File: config.mk
export PLATFORM = sky130hd
export DESIGN_NAME = mem_arbiter_flat
export DESIGN_NICKNAME = d
export VERILOG_FILES = /design/src/rtl/mem_arbiter_pkg.sv /design/src/rtl/memory_interface.sv /design/src/rtl/mem_arbiter.sv /design/src/flat_wrapper.sv
export SDC_FILE = /design/constraint.sdc
export NUM_CORES = 1
export LEC_CHECK = 0
export BUFFER_PORTS_ARGS = -buffer_cell sky130_fd_sc_hd__buf_2
export CORE_AREA = 2 2 640 642
export CTS_BUF_LIST = sky130_fd_sc_hd__clkbuf_4
export CTS_CLUSTER_DIAMETER = 120
export CTS_CLUSTER_SIZE = 12
export DETAILED_ROUTE_END_ITERATION = 10
export DIE_AREA = 0 0 642 644
export SYNTH_ARGS = -nofsm -noshare
export SYNTH_HDL_FRONTEND = slang
export SYNTH_SLANG_ARGS = --single-unit
File: constraint.sdc
create_clock -name clk_i -period 11.05 [get_ports clk_i]
set_input_delay 2.21 -clock clk_i [delete_from_list [all_inputs] [get_ports clk_i]]
set_output_delay 2.21 -clock clk_i [all_outputs]
set_load 0.02 [all_outputs]
File: src/rtl/mem_arbiter_pkg.sv
// Shared types for the two-port line arbiter: FSM states, port ids and the
// round-robin winner selection used when both caches request together.
package mem_arbiter_types;

    typedef enum logic [1:0] {
        IDLE  = 2'd0,
        ISSUE = 2'd1,
        WAIT  = 2'd2
    } arb_state_t;

    typedef enum logic {
        PORT_S0 = 1'b0,
        PORT_S1 = 1'b1
    } port_id_t;

    // A lone requester always wins; on a tie the port not granted last wins.
    function automatic port_id_t pick_winner(input logic v0, input logic v1,
                                             input port_id_t last);
        port_id_t w;
        if (v0 && v1) begin
            w = (last == PORT_S1) ? PORT_S0 : PORT_S1;
        end else if (v1) begin
            w = PORT_S1;
        end else begin
            w = PORT_S0;
        end
        return w;
    endfunction

endpackage

File: src/rtl/memory_interface.sv
// Line-granular memory port: a master raises valid while ready=1, the slave
// drops ready while busy and raises it again with rd_data on completion.
interface memory_interface #(
    parameter int LINE_SIZE = 256,
    parameter int ADDR_SIZE = 32
) ();
    logic [ADDR_SIZE-1:0] addr;
    logic [LINE_SIZE-1:0] wr_data;
    logic [LINE_SIZE-1:0] rd_data;
    logic                 write;
    logic                 valid;
    logic                 ready;

    modport master (output addr, output wr_data, output write, output valid,
                    input rd_data, input ready);
    modport slave  (input addr, input wr_data, input write, input valid,
                    output rd_data, output ready);
endinterface

File: src/rtl/mem_arbiter.sv
// Arbitrates the instruction-cache (s0) and data-cache (s1) line ports onto a
// single main-memory port with a round-robin tie break.
module mem_arbiter
    import mem_arbiter_types::*;
#(
    parameter int LINE_SIZE = 256,
    parameter int ADDR_SIZE = 32
) (
    input logic             clk_i,
    input logic             reset_i,
    memory_interface.slave  s0_bus,
    memory_interface.slave  s1_bus,
    memory_interface.master memory_bus
);

    arb_state_t           state;
    arb_state_t           state_next;
    port_id_t             grant;
    port_id_t             last_grant;
    port_id_t             winner;
    logic                 accept;
    logic [ADDR_SIZE-1:0] req_addr;
    logic [LINE_SIZE-1:0] req_wr_data;
    logic                 req_write;

    assign winner = pick_winner(s0_bus.valid, s1_bus.valid, last_grant);
    assign accept = (state == IDLE) && memory_bus.ready
                    && (s0_bus.valid || s1_bus.valid);

    always_ff @(posedge clk_i or posedge reset_i) begin
        if (reset_i) begin
            state       <= IDLE;
            last_grant  <= PORT_S1;
            grant       <= PORT_S0;
            req_addr    <= '0;
            req_wr_data <= '0;
            req_write   <= 1'b0;
        end else begin
            state <= state_next;
            if (accept) begin
                grant       <= winner;
                req_addr    <= (winner == PORT_S1) ? s1_bus.addr    : s0_bus.addr;
                req_wr_data <= (winner == PORT_S1) ? s1_bus.wr_data : s0_bus.wr_data;
                req_write   <= (winner == PORT_S1) ? s1_bus.write   : s0_bus.write;
            end
            // The pointer only moves once the granted transaction has completed.
            if ((state == WAIT) && memory_bus.ready) begin
                last_grant <= grant;
            end
        end
    end

    always_comb begin
        state_next         = state;
        memory_bus.valid   = 1'b0;
        memory_bus.addr    = '0;
        memory_bus.wr_data = '0;
        memory_bus.write   = 1'b0;
        s0_bus.ready       = memory_bus.ready;
        s1_bus.ready       = memory_bus.ready;
        case (state)
            IDLE: begin
                if (accept) begin
                    state_next = ISSUE;
                end
            end
            ISSUE: begin
                memory_bus.valid   = 1'b1;
                memory_bus.addr    = req_addr;
                memory_bus.wr_data = req_wr_data;
                memory_bus.write   = req_write;
                s0_bus.ready       = (grant != PORT_S0);
                s1_bus.ready       = (grant != PORT_S1);
                if (!memory_bus.ready) begin
                    state_next = WAIT;
                end
            end
            WAIT: begin
                memory_bus.addr    = req_addr;
                memory_bus.wr_data = req_wr_data;
                memory_bus.write   = req_write;
                s0_bus.ready       = (grant == PORT_S0) ? memory_bus.ready : 1'b1;
                s1_bus.ready       = (grant == PORT_S1) ? memory_bus.ready : 1'b1;
                if (memory_bus.ready) begin
                    state_next = IDLE;
                end
            end
            default: begin
                state_next = IDLE;
            end
        endcase
    end

    // Both ports see the memory line; only the granted port's ready qualifies it.
    assign s0_bus.rd_data = memory_bus.rd_data;
    assign s1_bus.rd_data = memory_bus.rd_data;

endmodule

File: src/flat_wrapper.sv
// flat-port wrapper written by rule: the top's interface ports become plain ports
module mem_arbiter_flat import mem_arbiter_types::*;
#(
    parameter int LINE_SIZE = 256,
    parameter int ADDR_SIZE = 32
)
  (clk_i, reset_i, s0_bus_addr, s0_bus_wr_data, s0_bus_write, s0_bus_valid, s0_bus_rd_data, s0_bus_ready, s1_bus_addr, s1_bus_wr_data, s1_bus_write, s1_bus_valid, s1_bus_rd_data, s1_bus_ready, memory_bus_addr, memory_bus_wr_data, memory_bus_write, memory_bus_valid, memory_bus_rd_data, memory_bus_ready);
  memory_interface #(.LINE_SIZE(LINE_SIZE), .ADDR_SIZE(ADDR_SIZE)) s0_bus_i ();
  memory_interface #(.LINE_SIZE(LINE_SIZE), .ADDR_SIZE(ADDR_SIZE)) s1_bus_i ();
  memory_interface #(.LINE_SIZE(LINE_SIZE), .ADDR_SIZE(ADDR_SIZE)) memory_bus_i ();
  input logic clk_i;
  input logic reset_i;
  input wire logic [$bits(s0_bus_i.addr)-1:0] s0_bus_addr;
  input wire logic [$bits(s0_bus_i.wr_data)-1:0] s0_bus_wr_data;
  input wire logic [$bits(s0_bus_i.write)-1:0] s0_bus_write;
  input wire logic [$bits(s0_bus_i.valid)-1:0] s0_bus_valid;
  output wire logic [$bits(s0_bus_i.rd_data)-1:0] s0_bus_rd_data;
  output wire logic [$bits(s0_bus_i.ready)-1:0] s0_bus_ready;
  input wire logic [$bits(s1_bus_i.addr)-1:0] s1_bus_addr;
  input wire logic [$bits(s1_bus_i.wr_data)-1:0] s1_bus_wr_data;
  input wire logic [$bits(s1_bus_i.write)-1:0] s1_bus_write;
  input wire logic [$bits(s1_bus_i.valid)-1:0] s1_bus_valid;
  output wire logic [$bits(s1_bus_i.rd_data)-1:0] s1_bus_rd_data;
  output wire logic [$bits(s1_bus_i.ready)-1:0] s1_bus_ready;
  output wire logic [$bits(memory_bus_i.addr)-1:0] memory_bus_addr;
  output wire logic [$bits(memory_bus_i.wr_data)-1:0] memory_bus_wr_data;
  output wire logic [$bits(memory_bus_i.write)-1:0] memory_bus_write;
  output wire logic [$bits(memory_bus_i.valid)-1:0] memory_bus_valid;
  input wire logic [$bits(memory_bus_i.rd_data)-1:0] memory_bus_rd_data;
  input wire logic [$bits(memory_bus_i.ready)-1:0] memory_bus_ready;
  assign s0_bus_i.addr = s0_bus_addr;
  assign s0_bus_i.wr_data = s0_bus_wr_data;
  assign s0_bus_i.write = s0_bus_write;
  assign s0_bus_i.valid = s0_bus_valid;
  assign s0_bus_rd_data = s0_bus_i.rd_data;
  assign s0_bus_ready = s0_bus_i.ready;
  assign s1_bus_i.addr = s1_bus_addr;
  assign s1_bus_i.wr_data = s1_bus_wr_data;
  assign s1_bus_i.write = s1_bus_write;
  assign s1_bus_i.valid = s1_bus_valid;
  assign s1_bus_rd_data = s1_bus_i.rd_data;
  assign s1_bus_ready = s1_bus_i.ready;
  assign memory_bus_addr = memory_bus_i.addr;
  assign memory_bus_wr_data = memory_bus_i.wr_data;
  assign memory_bus_write = memory_bus_i.write;
  assign memory_bus_valid = memory_bus_i.valid;
  assign memory_bus_i.rd_data = memory_bus_rd_data;
  assign memory_bus_i.ready = memory_bus_ready;
  mem_arbiter #(.LINE_SIZE(LINE_SIZE), .ADDR_SIZE(ADDR_SIZE)) u_core (.clk_i(clk_i), .reset_i(reset_i), .s0_bus(s0_bus_i), .s1_bus(s1_bus_i), .memory_bus(memory_bus_i));
endmodule
==> impl_results.md <==
* Post-route ant nets at 0
* Core ar. at roughly 0.41 mm²
* Hold path start: u_core.req_addr[26]
* Power per standard cell area at 242 mW/mm²
* Slew @ Worst Pin at 1110 ps
* Commonest non-fill, non-tap cell in the layout: buf_2
* CTS tree: yes
* Synthesis-stage register bit count at 293
* R2r setup slk at roughly 8000 ps
* Hold EP: u_core.req_addr[26]
* Netlist cell types at 18
* Total negative slack at 0 ps
* Worst r2r src: u_core.state[0]
* Max Freq at 0.159 GHz
* Switching power of the nets at between 3 and 4 mW
* Die W at 642 µm
* Syn Area/Cell at 9.10 µm²
* # Post-CTS Setup Buffers at 0
* Largest net degree at the start of global routing at roughly 200
* Fin crit share at approximately 57%
* Die Y at 644 µm
* Max-slew violation count at 0
* Skew-Pair Late Insertion Delay at roughly 1200 ps
* Row Count at 235
* Total Wirelength at 288000 µm
* Top-level I/O count at 1643
* Count of final setup violators at 0
* RSZ-0062 raised after global routing: no
* Drt first pass iters at 5
* Clock Sinks at 293
* Data required time of the worst path at 8840 ps
* Ratio of cells with drive above 1 in the final layout at 39.7%
* Largest stage delay on the critical path at 920 ps
* Max Cap Viol at 0
* Maximum VDD drop at 272 µV
* H-tree depth at 2
* Initial DRC count at 1402
* Worst-path clk slew at 120 ps
* Vias in the first global route at 16000
* Commonest cells after routing, fill and taps aside: buf_2, nand2_1, dfrtp_1
* Final Hold Viols at 0
* Fin cells at 8082
* Initial antenna violation count at between 300 and 400
* Total GRT Usage at 13.4%
* Worst Path Arrival at 4060 ps
* Initial core utilization at 4.73%
* Drt wl/cell at 35.7 µm
* Crit Path Class: register to primary output
* Comb power frac at around 56%
* Register share of total power at between 30% and 40%
* Clock Tree Buf Depth at 3
* Sw Share at between 50% and 60%
* Int Power at ~2.9 mW
* Hold WS at 486 ps
* Hold Crit Class: register to register
* Placed Cells at 7816
* Clock power frac at 14.0%
* CTS root buffer: clkbuf_4
* Area Growth Syn to Fin at 41.6%
* Mapped cell area at approximately 0.019 mm²
* Net Count, Synth at 2960
* Total CTS buffers at 44
* Cells after synthesis at around 2100
* Buf+Inv Stages, Crit Path at 3
* CP max-delay cell: buf_4
* Die area at 0.413 mm²
* CP delay by family, top: buffers and inverters
* Slew HR at 26.1%
* Vias/cell at 2.28
* Routed via count at 18400
* Largest fanout on the critical path at 108
* R2R cell count at 8
* First-pass GRT wire length at 326000 µm
* Post-DP HPWL at 261000 µm
* Remaining DRCs at 0
* Port Buffers at 874
* Setup crit end kind: primary output
* Fin crit period at around 6300 ps
* Yosys warning total at 0
* Post-synthesis sequential area ratio at a little under two fifths
* Cell breakdown of the critical path: inv_1, ha_4, buf_4, and2_1, buf_2
* Outcome: complete, no violations
* Post-CTS sizing at 0
* Total grt overflow at 0
* Final net count at 3255
* Hold buffer count at CTS at 0
* Element type at the critical path start: register
* RR Endpoint: u_core.req_wr_data[146]
* Leak at 11.8 nW
* Hold Path Stages at 2
* Clk_skew at 176 ps
* Placer Congestion at 0.948
[state kept, by name, indices dropped and copies added (netlist names)]
signal	flops
u_core.grant	1
u_core.last_grant	1
u_core.req_addr	32
u_core.req_wr_data	256
u_core.req_write	1
u_core.state	2
[how the worst max path moves through the flow]
stage	startpoint	to	cells after the start
global placement	memory_bus_ready	s1_bus_ready	4
detailed placement	memory_bus_ready	s1_bus_ready	4
global route	u_core.state[0]	memory_bus_wr_data[28]	5
finish	u_core.state[0]	memory_bus_wr_data[28]	5
CTS	u_core.state[0]	memory_bus_wr_data[28]	5
floorplan	reset_i	u_core.grant	1
[layout make-up]
class                           instances  area, µm²
Multi-Input combinational cell       1177       7440
Inverter                                6       30.0
Fill cell                           48200     380000
Antenna cell                          192        480
Clock buffer                           46        345
Tap cell                             5451       6820
Timing Repair Buffer                  889       4570
Clock inverter                         28        260
Sequential cell                       293       7330
[metrics by stage]
step / total power [mW] / worst slack [ps] / cell area, µm² / utilization [%]
floorplan: 4.15 / 751 / 19300 / -
global placement: 5.81 / 5840 / 26200 / 6.43
detailed placement: 5.84 / 5810 / 26200 / 6.43
CTS: 6.84 / 4480 / 26800 / 6.58
global route: 7.07 / 4410 / 27000 / 6.64
finish: 6.62 / 4780 / 27300 / 6.69
[cells in the mapped netlist (all sizes together)]
cell	count	area, µm²
buf	578	4260
o21ai	294	1470
dfrtp	292	7310
nand2	292	1100
and2	289	1810
mux2i	289	2890
clkbuf	62	233
inv	6	22.5
ha	5	62.6
mux2	4	45.0
a21bo	1	10.0
dfstp	1	26.3
nor2	1	3.75
o211ai	1	12.5
o32ai	1	8.76
[metal layers]
metal / vias up / track usage (%) / share of wire (%)
met2: 2367 / 20.7 / 44
met1: 7762 / 9.62 / 25
li1: 7223 / - / -
met4: 208 / 6.73 / 5.7
met3: 834 / 15.8 / 25
met5: - / 1.46 / 0.80
[worst min-delay path, delay by kind of cell (launching register included)]
kind            cells  cell delay, ps
simple gates        1              40
flops               1             350
compound gates      1              60
[power groups by stage]
stage / clock network [mW] / logic [mW] / registers [mW]
2_1_floorplan: 0 / 2.41 / 1.74
3_3_place_gp: 0 / 3.74 / 2.06
3_5_place_dp: 0 / 3.77 / 2.07
4_1_cts: 1.01 / 3.78 / 2.05
5_1_grt: 1.03 / 3.96 / 2.09
6_report: 0.927 / 3.67 / 2.01
[cell families after synthesis]
group | count (synthesis) | synth area share, %
buf+inv | 646 | 23.5
simple gates | 582 | 15.1
compound gates | 297 | 7.80
mux | 293 | 15.3
flops | 293 | 38.1
fa+ha+maj | 5 | 0.325
(Power assumes the default switching activity.)
